--- config.mk ---
export PLATFORM = sky130hd
export DESIGN_NAME = program_loader_flat
export DESIGN_NICKNAME = d
export VERILOG_FILES = /design/src/rtl/program_loader_pkg.sv /design/src/rtl/program_loader_if.sv /design/src/rtl/program_loader.sv /design/src/flat_wrapper.sv
export SDC_FILE = /design/constraint.sdc
export NUM_CORES = 1
export LEC_CHECK = 0
export BUFFER_PORTS_ARGS = -buffer_cell sky130_fd_sc_hd__buf_2
export CORE_ASPECT_RATIO = 1.5
export CORE_MARGIN = 1
export CORE_UTILIZATION = 40
export DETAILED_ROUTE_END_ITERATION = 7
export PLACE_DENSITY = 0.68
export SKIP_LAST_GASP = 1
export SYNTH_ARGS = -nofsm -noshare
export SYNTH_HDL_FRONTEND = slang
export SYNTH_SLANG_ARGS = --single-unit
--- constraint.sdc ---
create_clock -name CLK -period 2.8 [get_ports CLK]
set_clock_uncertainty 0.1 [all_clocks]
set_input_delay 0.14 -clock CLK [delete_from_list [all_inputs] [get_ports CLK]]
set_output_delay 0.14 -clock CLK [all_outputs]
set_load 0.02 [all_outputs]
--- src/rtl/program_loader_pkg.sv ---
// Shared definitions for the instruction-memory loader and the core's instruction decoder.
// Holds the loader state encoding, the instruction field layout and a word-packing helper.
package program_loader_pkg;

  localparam int DATA_WIDTH    = 18;
  localparam int OP_WIDTH      = 2;
  localparam int OPERAND_WIDTH = 8;
  localparam int OP_MSB        = 17;
  localparam int OP1_MSB       = 15;
  localparam int OP2_MSB       = 7;

  typedef enum logic [2:0] {
    S_HDR_HI = 3'd0,
    S_HDR_LO = 3'd1,
    S_OPC    = 3'd2,
    S_OP1    = 3'd3,
    S_OP2    = 3'd4,
    S_WRITE  = 3'd5,
    S_DONE   = 3'd6,
    S_ERROR  = 3'd7
  } loader_state_t;

  function automatic logic [DATA_WIDTH-1:0] pack_instr(
    input logic [OP_WIDTH-1:0]      op,
    input logic [OPERAND_WIDTH-1:0] operand1,
    input logic [OPERAND_WIDTH-1:0] operand2
  );
    logic [DATA_WIDTH-1:0] word;
    word = '0;
    word[OP_MSB -: OP_WIDTH]       = op;
    word[OP1_MSB -: OPERAND_WIDTH] = operand1;
    word[OP2_MSB -: OPERAND_WIDTH] = operand2;
    return word;
  endfunction

endpackage

--- src/rtl/program_loader_if.sv ---
// Byte-stream input, instruction-memory write port and core control lines of the loader.
// The master modport is the loader; the slave modport is the host/memory/core side.
interface program_loader_if #(
  parameter int ADDRESS_WIDTH = 10
);
  import program_loader_pkg::*;

  logic [7:0]               In_Data;
  logic                     In_Valid;
  logic                     In_Ready;
  logic                     Mem_Write_Enable;
  logic [ADDRESS_WIDTH-1:0] Mem_Address;
  logic [DATA_WIDTH-1:0]    Mem_Write_Data;
  logic                     Core_Reset;
  logic                     Done;
  logic                     Error;

  modport master (
    input  In_Data, In_Valid,
    output In_Ready, Mem_Write_Enable, Mem_Address, Mem_Write_Data,
    output Core_Reset, Done, Error
  );

  modport slave (
    output In_Data, In_Valid,
    input  In_Ready, Mem_Write_Enable, Mem_Address, Mem_Write_Data,
    input  Core_Reset, Done, Error
  );
endinterface

--- src/rtl/program_loader.sv ---
// Assembles a counted byte stream into 18-bit instructions and writes them to instruction
// memory, holding the core in reset until the whole program has been loaded.
//
// state    | meaning
// ---------+--------------------------------------------------------------
// HDR_HI   | waiting for instruction-count high byte
// HDR_LO   | waiting for instruction-count low byte, range-checks count
// OPC      | waiting for opcode byte (upper six bits must be zero)
// OP1      | waiting for operand 1 byte
// OP2      | waiting for operand 2 byte
// WRITE    | one-cycle memory write strobe, advance index
// DONE     | program loaded, core released (terminal)
// ERROR    | malformed stream (terminal)
module program_loader
  import program_loader_pkg::*;
#(
  parameter int ADDRESS_WIDTH = 10
) (
  input  logic              CLK,
  input  logic              Reset,
  program_loader_if.master  bus
);

  localparam logic [16:0] MAX_WORDS = 17'(1) << ADDRESS_WIDTH;

  loader_state_t            state, state_next;
  logic [15:0]              count, count_next;
  logic [ADDRESS_WIDTH-1:0] index, index_next;
  logic [OP_WIDTH-1:0]      op_hold, op_hold_next;
  logic [7:0]               op1_hold, op1_hold_next;
  logic [ADDRESS_WIDTH-1:0] mem_addr, mem_addr_next;
  logic [DATA_WIDTH-1:0]    mem_data, mem_data_next;
  logic                     mem_we, core_reset, done, error;

  logic                     ready;
  logic                     accept;
  logic [15:0]              hdr_count;
  logic                     last_word;

  assign ready = (state == S_HDR_HI) || (state == S_HDR_LO) || (state == S_OPC) ||
                 (state == S_OP1)    || (state == S_OP2);
  assign accept    = ready && bus.In_Valid;
  assign hdr_count = {count[15:8], bus.In_Data};
  assign last_word = ({{(16-ADDRESS_WIDTH){1'b0}}, index} == (count - 16'd1));

  always_comb begin
    state_next    = state;
    count_next    = count;
    index_next    = index;
    op_hold_next  = op_hold;
    op1_hold_next = op1_hold;
    mem_addr_next = mem_addr;
    mem_data_next = mem_data;
    case (state)
      S_HDR_HI: if (accept) begin
        count_next = {bus.In_Data, count[7:0]};
        state_next = S_HDR_LO;
      end
      S_HDR_LO: if (accept) begin
        count_next = hdr_count;
        if (hdr_count == 16'd0)                 state_next = S_DONE;
        else if ({1'b0, hdr_count} > MAX_WORDS) state_next = S_ERROR;
        else begin
          index_next = '0;
          state_next = S_OPC;
        end
      end
      S_OPC: if (accept) begin
        if (bus.In_Data[7:2] != 6'd0) state_next = S_ERROR;
        else begin
          op_hold_next = bus.In_Data[1:0];
          state_next   = S_OP1;
        end
      end
      S_OP1: if (accept) begin
        op1_hold_next = bus.In_Data;
        state_next    = S_OP2;
      end
      S_OP2: if (accept) begin
        mem_addr_next = index;
        mem_data_next = pack_instr(op_hold, op1_hold, bus.In_Data);
        state_next    = S_WRITE;
      end
      S_WRITE: begin
        if (last_word) state_next = S_DONE;
        else begin
          index_next = index + 1'b1;
          state_next = S_OPC;
        end
      end
      default: state_next = state;
    endcase
  end

  // Status outputs are registered from the next state so they line up with the state flop.
  always_ff @(posedge CLK) begin
    if (Reset) begin
      state      <= S_HDR_HI;
      count      <= '0;
      index      <= '0;
      op_hold    <= '0;
      op1_hold   <= '0;
      mem_addr   <= '0;
      mem_data   <= '0;
      mem_we     <= 1'b0;
      core_reset <= 1'b1;
      done       <= 1'b0;
      error      <= 1'b0;
    end else begin
      state      <= state_next;
      count      <= count_next;
      index      <= index_next;
      op_hold    <= op_hold_next;
      op1_hold   <= op1_hold_next;
      mem_addr   <= mem_addr_next;
      mem_data   <= mem_data_next;
      mem_we     <= (state_next == S_WRITE);
      core_reset <= (state_next != S_DONE);
      done       <= (state_next == S_DONE);
      error      <= (state_next == S_ERROR);
    end
  end

  assign bus.In_Ready         = ready;
  assign bus.Mem_Write_Enable = mem_we;
  assign bus.Mem_Address      = mem_addr;
  assign bus.Mem_Write_Data   = mem_data;
  assign bus.Core_Reset       = core_reset;
  assign bus.Done             = done;
  assign bus.Error            = error;

endmodule

--- src/flat_wrapper.sv ---
// flat-port wrapper written by rule: the top's interface ports become plain ports
module program_loader_flat import program_loader_pkg::*;
#(
  parameter int ADDRESS_WIDTH = 10
)
  (CLK, Reset, bus_In_Data, bus_In_Valid, bus_In_Ready, bus_Mem_Write_Enable, bus_Mem_Address, bus_Mem_Write_Data, bus_Core_Reset, bus_Done, bus_Error);
  program_loader_if #(.ADDRESS_WIDTH(ADDRESS_WIDTH)) bus_i ();
  input  logic CLK;
  input  logic Reset;
  input wire logic [$bits(bus_i.In_Data)-1:0] bus_In_Data;
  input wire logic [$bits(bus_i.In_Valid)-1:0] bus_In_Valid;
  output wire logic [$bits(bus_i.In_Ready)-1:0] bus_In_Ready;
  output wire logic [$bits(bus_i.Mem_Write_Enable)-1:0] bus_Mem_Write_Enable;
  output wire logic [$bits(bus_i.Mem_Address)-1:0] bus_Mem_Address;
  output wire logic [$bits(bus_i.Mem_Write_Data)-1:0] bus_Mem_Write_Data;
  output wire logic [$bits(bus_i.Core_Reset)-1:0] bus_Core_Reset;
  output wire logic [$bits(bus_i.Done)-1:0] bus_Done;
  output wire logic [$bits(bus_i.Error)-1:0] bus_Error;
  assign bus_i.In_Data = bus_In_Data;
  assign bus_i.In_Valid = bus_In_Valid;
  assign bus_In_Ready = bus_i.In_Ready;
  assign bus_Mem_Write_Enable = bus_i.Mem_Write_Enable;
  assign bus_Mem_Address = bus_i.Mem_Address;
  assign bus_Mem_Write_Data = bus_i.Mem_Write_Data;
  assign bus_Core_Reset = bus_i.Core_Reset;
  assign bus_Done = bus_i.Done;
  assign bus_Error = bus_i.Error;
  program_loader #(.ADDRESS_WIDTH(ADDRESS_WIDTH)) u_core (.CLK(CLK), .Reset(Reset), .bus(bus_i));
endmodule
# Word level (Yosys, flattened, before mapping)

Cells that the tools add are included.

Mux-type cells: 18
Order comparisons: 1
Bitwise gates (word level): 3
Add/sub/neg operators: 2
Reduce and logical (&&, ||, !) cells: 15
Equal/unequal tests: 14

Operator list:

| operator                                             | number |
|---|---|
| 2-to-1 mux 10 bit                                    | 4 |
| one-hot mux 16 bit (2 select lines)                  | 1 |
| 2-to-1 mux 3 bit                                     | 9 |
| one-hot mux 10 bit (2 select lines)                  | 1 |
| one-hot mux 3 bit (6 select lines)                   | 1 |
| == test 10 x 16 -> 1 bit                             | 1 |
| > comparator 16 x 11 -> 1 bit, second input constant | 1 |
| logical NOT 16 bit                                   | 1 |
| 2-to-1 mux 16 bit                                    | 1 |
| subtractor 16 x 1 -> 16 bit, second input constant   | 1 |
| == test 3 bit, second input constant                 | 5 |
| adder 10 x 1 -> 10 bit, second input constant        | 1 |
| AND reduction 3 bit                                  | 3 |
| 2-to-1 mux 8 bit                                     | 1 |
| == test 3 x 2 -> 1 bit, second input constant        | 2 |
| inequality test 2 bit, second input constant         | 3 |
| nonzero test 6 bit                                   | 1 |
| AND reduction 5 bit                                  | 1 |
| logical OR 1 bit                                     | 4 |
| AND reduction 2 bit                                  | 2 |
| == test 3 x 1 -> 1 bit, second input constant        | 1 |
| logical NOT 3 bit                                    | 1 |
| inequality test 3 bit, second input constant         | 1 |
| inverter 1 bit                                       | 3 |
| 3 further kinds                                      | 3 |

Register bits: 71
Bits of input ports: 11
Logic and storage cells: 65
Output and inout bits: 33

# Longest topological paths before layout

Word-level depth: 9
Gate-level depth with buffers: 11
Mapped depth without buffers: 9

# Least setup slack after synthesis

No wires, ideal clock.

Kind: flip-flop to flip-flop
Start: reg u_core.count[3]
End: reg u_core.core_reset, in the netlist u_core.bus.Core_Reset
Cell stages (with the launch flop): 10
Setup time: 127 ps
Setup slack: 135 ps
Buffers on the path: 2
Arrival: 2438 ps
Cell sequence: dfxtp_1 buf_6 or4_4 or3_1 a31o_1 a21o_1 nor4_4 buf_6 o22ai_2 or3_1

Longest elaborated chain between the ends: 5

Ends and longest elaborated chain:

| element                            | line                  | RTL |
|---|---|---|
| start: declaration                 | program_loader.sv:27  | `logic [15:0] count, count_next;` |
| start signal: assignment           | program_loader.sv:111 | `count <= count_next;` |
| subtractor 16 x 1 -> 16 bit        | program_loader.sv:44  | `assign last_word = ({{(16-ADDRESS_WIDTH){1'b0}}, index} == (count - 16'd1));` |
| == test 10 x 16 -> 1 bit           | program_loader.sv:44  |  |
| 2-to-1 mux 3 bit                   | program_loader.sv:85  | `if (last_word) state_next = S_DONE;` |
| one-hot mux 3 bit (6 select lines) | program_loader.sv:54  | `case (state)` |
| inequality test 3 bit              | program_loader.sv:118 | `core_reset <= (state_next != S_DONE);` |
| end signal: assignment             | program_loader.sv:118 |  |
| end: declaration                   | program_loader.sv:33  | `logic mem_we, core_reset, done, error;` |

No other way between the ends.
A chain may end at the register's enable or synchronous reset.

# Worst setup path after layout

Start: reg u_core.count[5]
End: reg u_core.index[8]

Longest elaborated chain between the ends: 4

Ends and longest elaborated chain:

| element                                | line                  | RTL |
|---|---|---|
| subtractor 16 x 1 -> 16 bit            | program_loader.sv:44  |  |
| == test 10 x 16 -> 1 bit               | program_loader.sv:44  |  |
| inequality test 2 bit (no source line) | --                    |  |
| AND reduction 5 bit (no source line)   | --                    |  |
| end signal: assignment                 | program_loader.sv:112 | `index <= index_next;` |
| end: declaration                       | program_loader.sv:28  | `logic [ADDRESS_WIDTH-1:0] index, index_next;` |

No other way between the ends.

==> reports/metrics.csv <==
metric,value,unit
outcome,finished clean,
cts_buffers,9,
fin_setup_tns,0,ns
dp_hpwl,6.05,mm
end_kind,flop,
cts_sinks,71,
tritoncts,built,
finalHoldViolCount,0,
p_leak,1.48,nW
arrival,2.87,ns
p_per_area,646,nW/µm²
power.total,2.58,mW
synth-main-ff-cell,dfxtp_1,
synth_cell_types,45,
rsz0062_at_grt,true,
rows,39,
fin_area,3990,µm²
start_util,41.9,%
setup_viol,0,
start_kind,flop,
grt_pass1_vias,2923,
synth.cells.most_frequent,"116 x nand2_1, 71 x dfxtp_1, 67 x a21oi_1",
cts_buffer_depth,2,
vdd_drop_max,572,µV
drv_slew,0,
post-place-ws,0.0606,ns
ys_warn_count,0,
syn_area,3250,µm²
routed_wirelength,8.51,mm
synth_edf_count,0,
numPortBuffers,43,
cts-root-buf,clkbuf_16,
antenna_found_initial,0,
fp.coreArea,7760,µm²
vias,3102,
fill_cells,721,
die_h,112,µm
ant_nets,0,
post_dp_cell_area,3600,µm²
seq_power_share,41.1,%
synth_most_common_cell,nand2_1,
layoutNonFillerInstCount,577,
clkSlewWorstSetupHoldPaths,0.06,ns
p_sw_share,24.8,%
r2r_setup_slack,0.1,ns
clock.fmax,370,MHz
syn-instance-count,420,
ys_seq_area_share,43.8,%
avgSynthCellArea,7.73,µm²
synthArstFlopShare,0,%
antennaDiodeCount,0,
first_iter_violations,167,
grt_usage,21.7,%
p_switching,0.639,mW
min_path_type,in2reg,
h-tree-depth,3,
cp.required,2.97,ns
cts_setup_buffers,0,
ys_ff_latch,71,
met3_length,360,µm
worstMarginPinSlew,0.839,ns
drc,0,
maxCapViolCount,0,
synth_nets,433,
yosys.area.top_type,dfxtp_1,
grt_overflow,0,
grt_max_degree,31,
globalplace.congestion,0.885,
netlist.area_leader.share,43.8,%
wl_met1,3.37,mm
layout_setup_ws,0.0994,ns
worst-path-max-fanout,19,
first_pass_iters,4,
drive_above_1_share,18.7,%
crit_type,reg2reg,
slew_headroom,43.6,%
clkLatencyLatePin,0.33,ns
p_clk_share,47.6,%
routed-wl-met2,4.47,mm
die_x,75.6,µm
post_drt_wl_per_cell,14.7,µm
post-route-period-util,96.4,%
io_pins,44,
dp.cells,557,
min_period,2.70,ns
fin_nets,483,
combPwrFrac,11.3,%
yosys-top-cells-area,"dfxtp_1 44%, nand2_1 13%, a21oi_1 10%, nor2_1 2.2%, o21ai_0 1.8%",
post_drt_via_cell_ratio,5.38,
area_growth,22.8,%
grt_pass1_wl,13.8,mm
top_layer_used,met4,
internal_power,1.94,mW
dieArea,8490,µm²
==> cell type report <==
type | count | area (µm²) | share of cell area (%)
multi-input combinational | 318 | 1720 | 43.1
sequential | 71 | 1420 | 35.7
timing repair buffer | 62 | 368 | 9.22
clock buffer | 10 | 229 | 5.74
clock inverter | 6 | 93.8 | 2.35
tap | 102 | 128 | 3.20
inverter | 8 | 30.0 | 0.753
==> kinds of logic (layout without fill, tap and decap cells) <==
logic type | after synthesis | after routing | synth area share, %
flip-flops | 71 | 71 | 43.8
multiplexers | 5 | 5 | 1.62
AO/OA/AOI/OAI | 106 | 106 | 19.2
buffers and inverters | 31 | 86 | 4.39
XOR/XNOR | 10 | 10 | 2.70
adder cells (fa/ha/maj) | 2 | 2 | 0.770
AND/OR/NAND/NOR | 195 | 195 | 27.6
==> final timing paths <==
kind / from / endpoint / cells past startpoint
setup / recovery: u_core.count[5] / u_core.index[8] / 8
hold / removal: bus_In_Data[5] / u_core.bus.Mem_Write_Data[5] / 3
setup reg to reg: u_core.count[5] / u_core.index[8] / 8
hold reg to reg: u_core.op_hold[0] / u_core.bus.Mem_Write_Data[16] / 2
==> worst max-delay path, stage by stage, from the launching register on <==
cell     delay, ns
dfxtp_2       0.35
or4_4         0.56
o32a_1        0.35
nor3_1        0.18
a21o_1        0.15
nor4_4        0.07
buf_4         0.19
or4_1         0.53
a21oi_2       0.15
==> through the flow <==
stage,util [%],hold slack [ns]
floorplan,-,0.176
global placement,46.3,0.336
detailed placement,46.3,0.341
CTS,51.0,0.00308
global route,51.4,0.0156
finish,51.4,0.00576
==> layout by cell type (no fill, tap or decap), types with 4 or more instances in the layout <==
master	netlist	routed
or4_1	6	6
xnor2_1	6	6
buf_2	2	43
clkbuf_16	0	9
o31ai_1	6	6
dfxtp_1	71	70
nand2b_1	6	6
inv_1	8	8
nor3_1	11	11
dlygate4sd3_1	0	4
or3_1	9	9
a21oi_1	67	66
nand3_1	5	5
nand2_1	116	116
nor2_1	19	19
o21ai_0	12	12
buf_4	2	15
and2_1	4	4
nand4_1	6	6
xor2_1	4	4
==> flip-flops by register name (all words and copies together) (netlist names) <==
signal and count:
u_core.state 3, u_core.count 16, u_core.index 10, u_core.bus.Error 1, u_core.op_hold 2, u_core.bus.Mem_Write_Data 18
u_core.op1_hold 8, u_core.bus.Mem_Write_Enable 1, u_core.bus.Core_Reset 1, u_core.bus.Done 1, u_core.bus.Mem_Address 10
==> what timing repair did <==
action	CTS	global route
gates resized for setup	0	7
setup endpoints to repair	0	6
hold buffers	4	0
endpoints found under the hold margin	8	0
==> power groups by stage <==
stage	Clock (mW)	Sequential [mW]	Combinational (mW)
3_3_place_gp	0	1.08	0.276
6_report	1.23	1.06	0.292
5_1_grt	1.29	1.06	0.322
4_1_cts	1.24	1.06	0.286
3_5_place_dp	0	1.08	0.280
2_1_floorplan	0	1.07	0.201
==> layer usage <==
| layer | global-route usage [%] | up-vias |
|---|---|---|
| met4 | 9.63 | 0 |
| met2 | 37.7 | 68 |
| met5 | 0 | - |
| li1 | - | 1558 |
| met1 | 24.8 | 1457 |
| met3 | 4.13 | 19 |
Note: power is estimated with default switching activity, not from simulation.
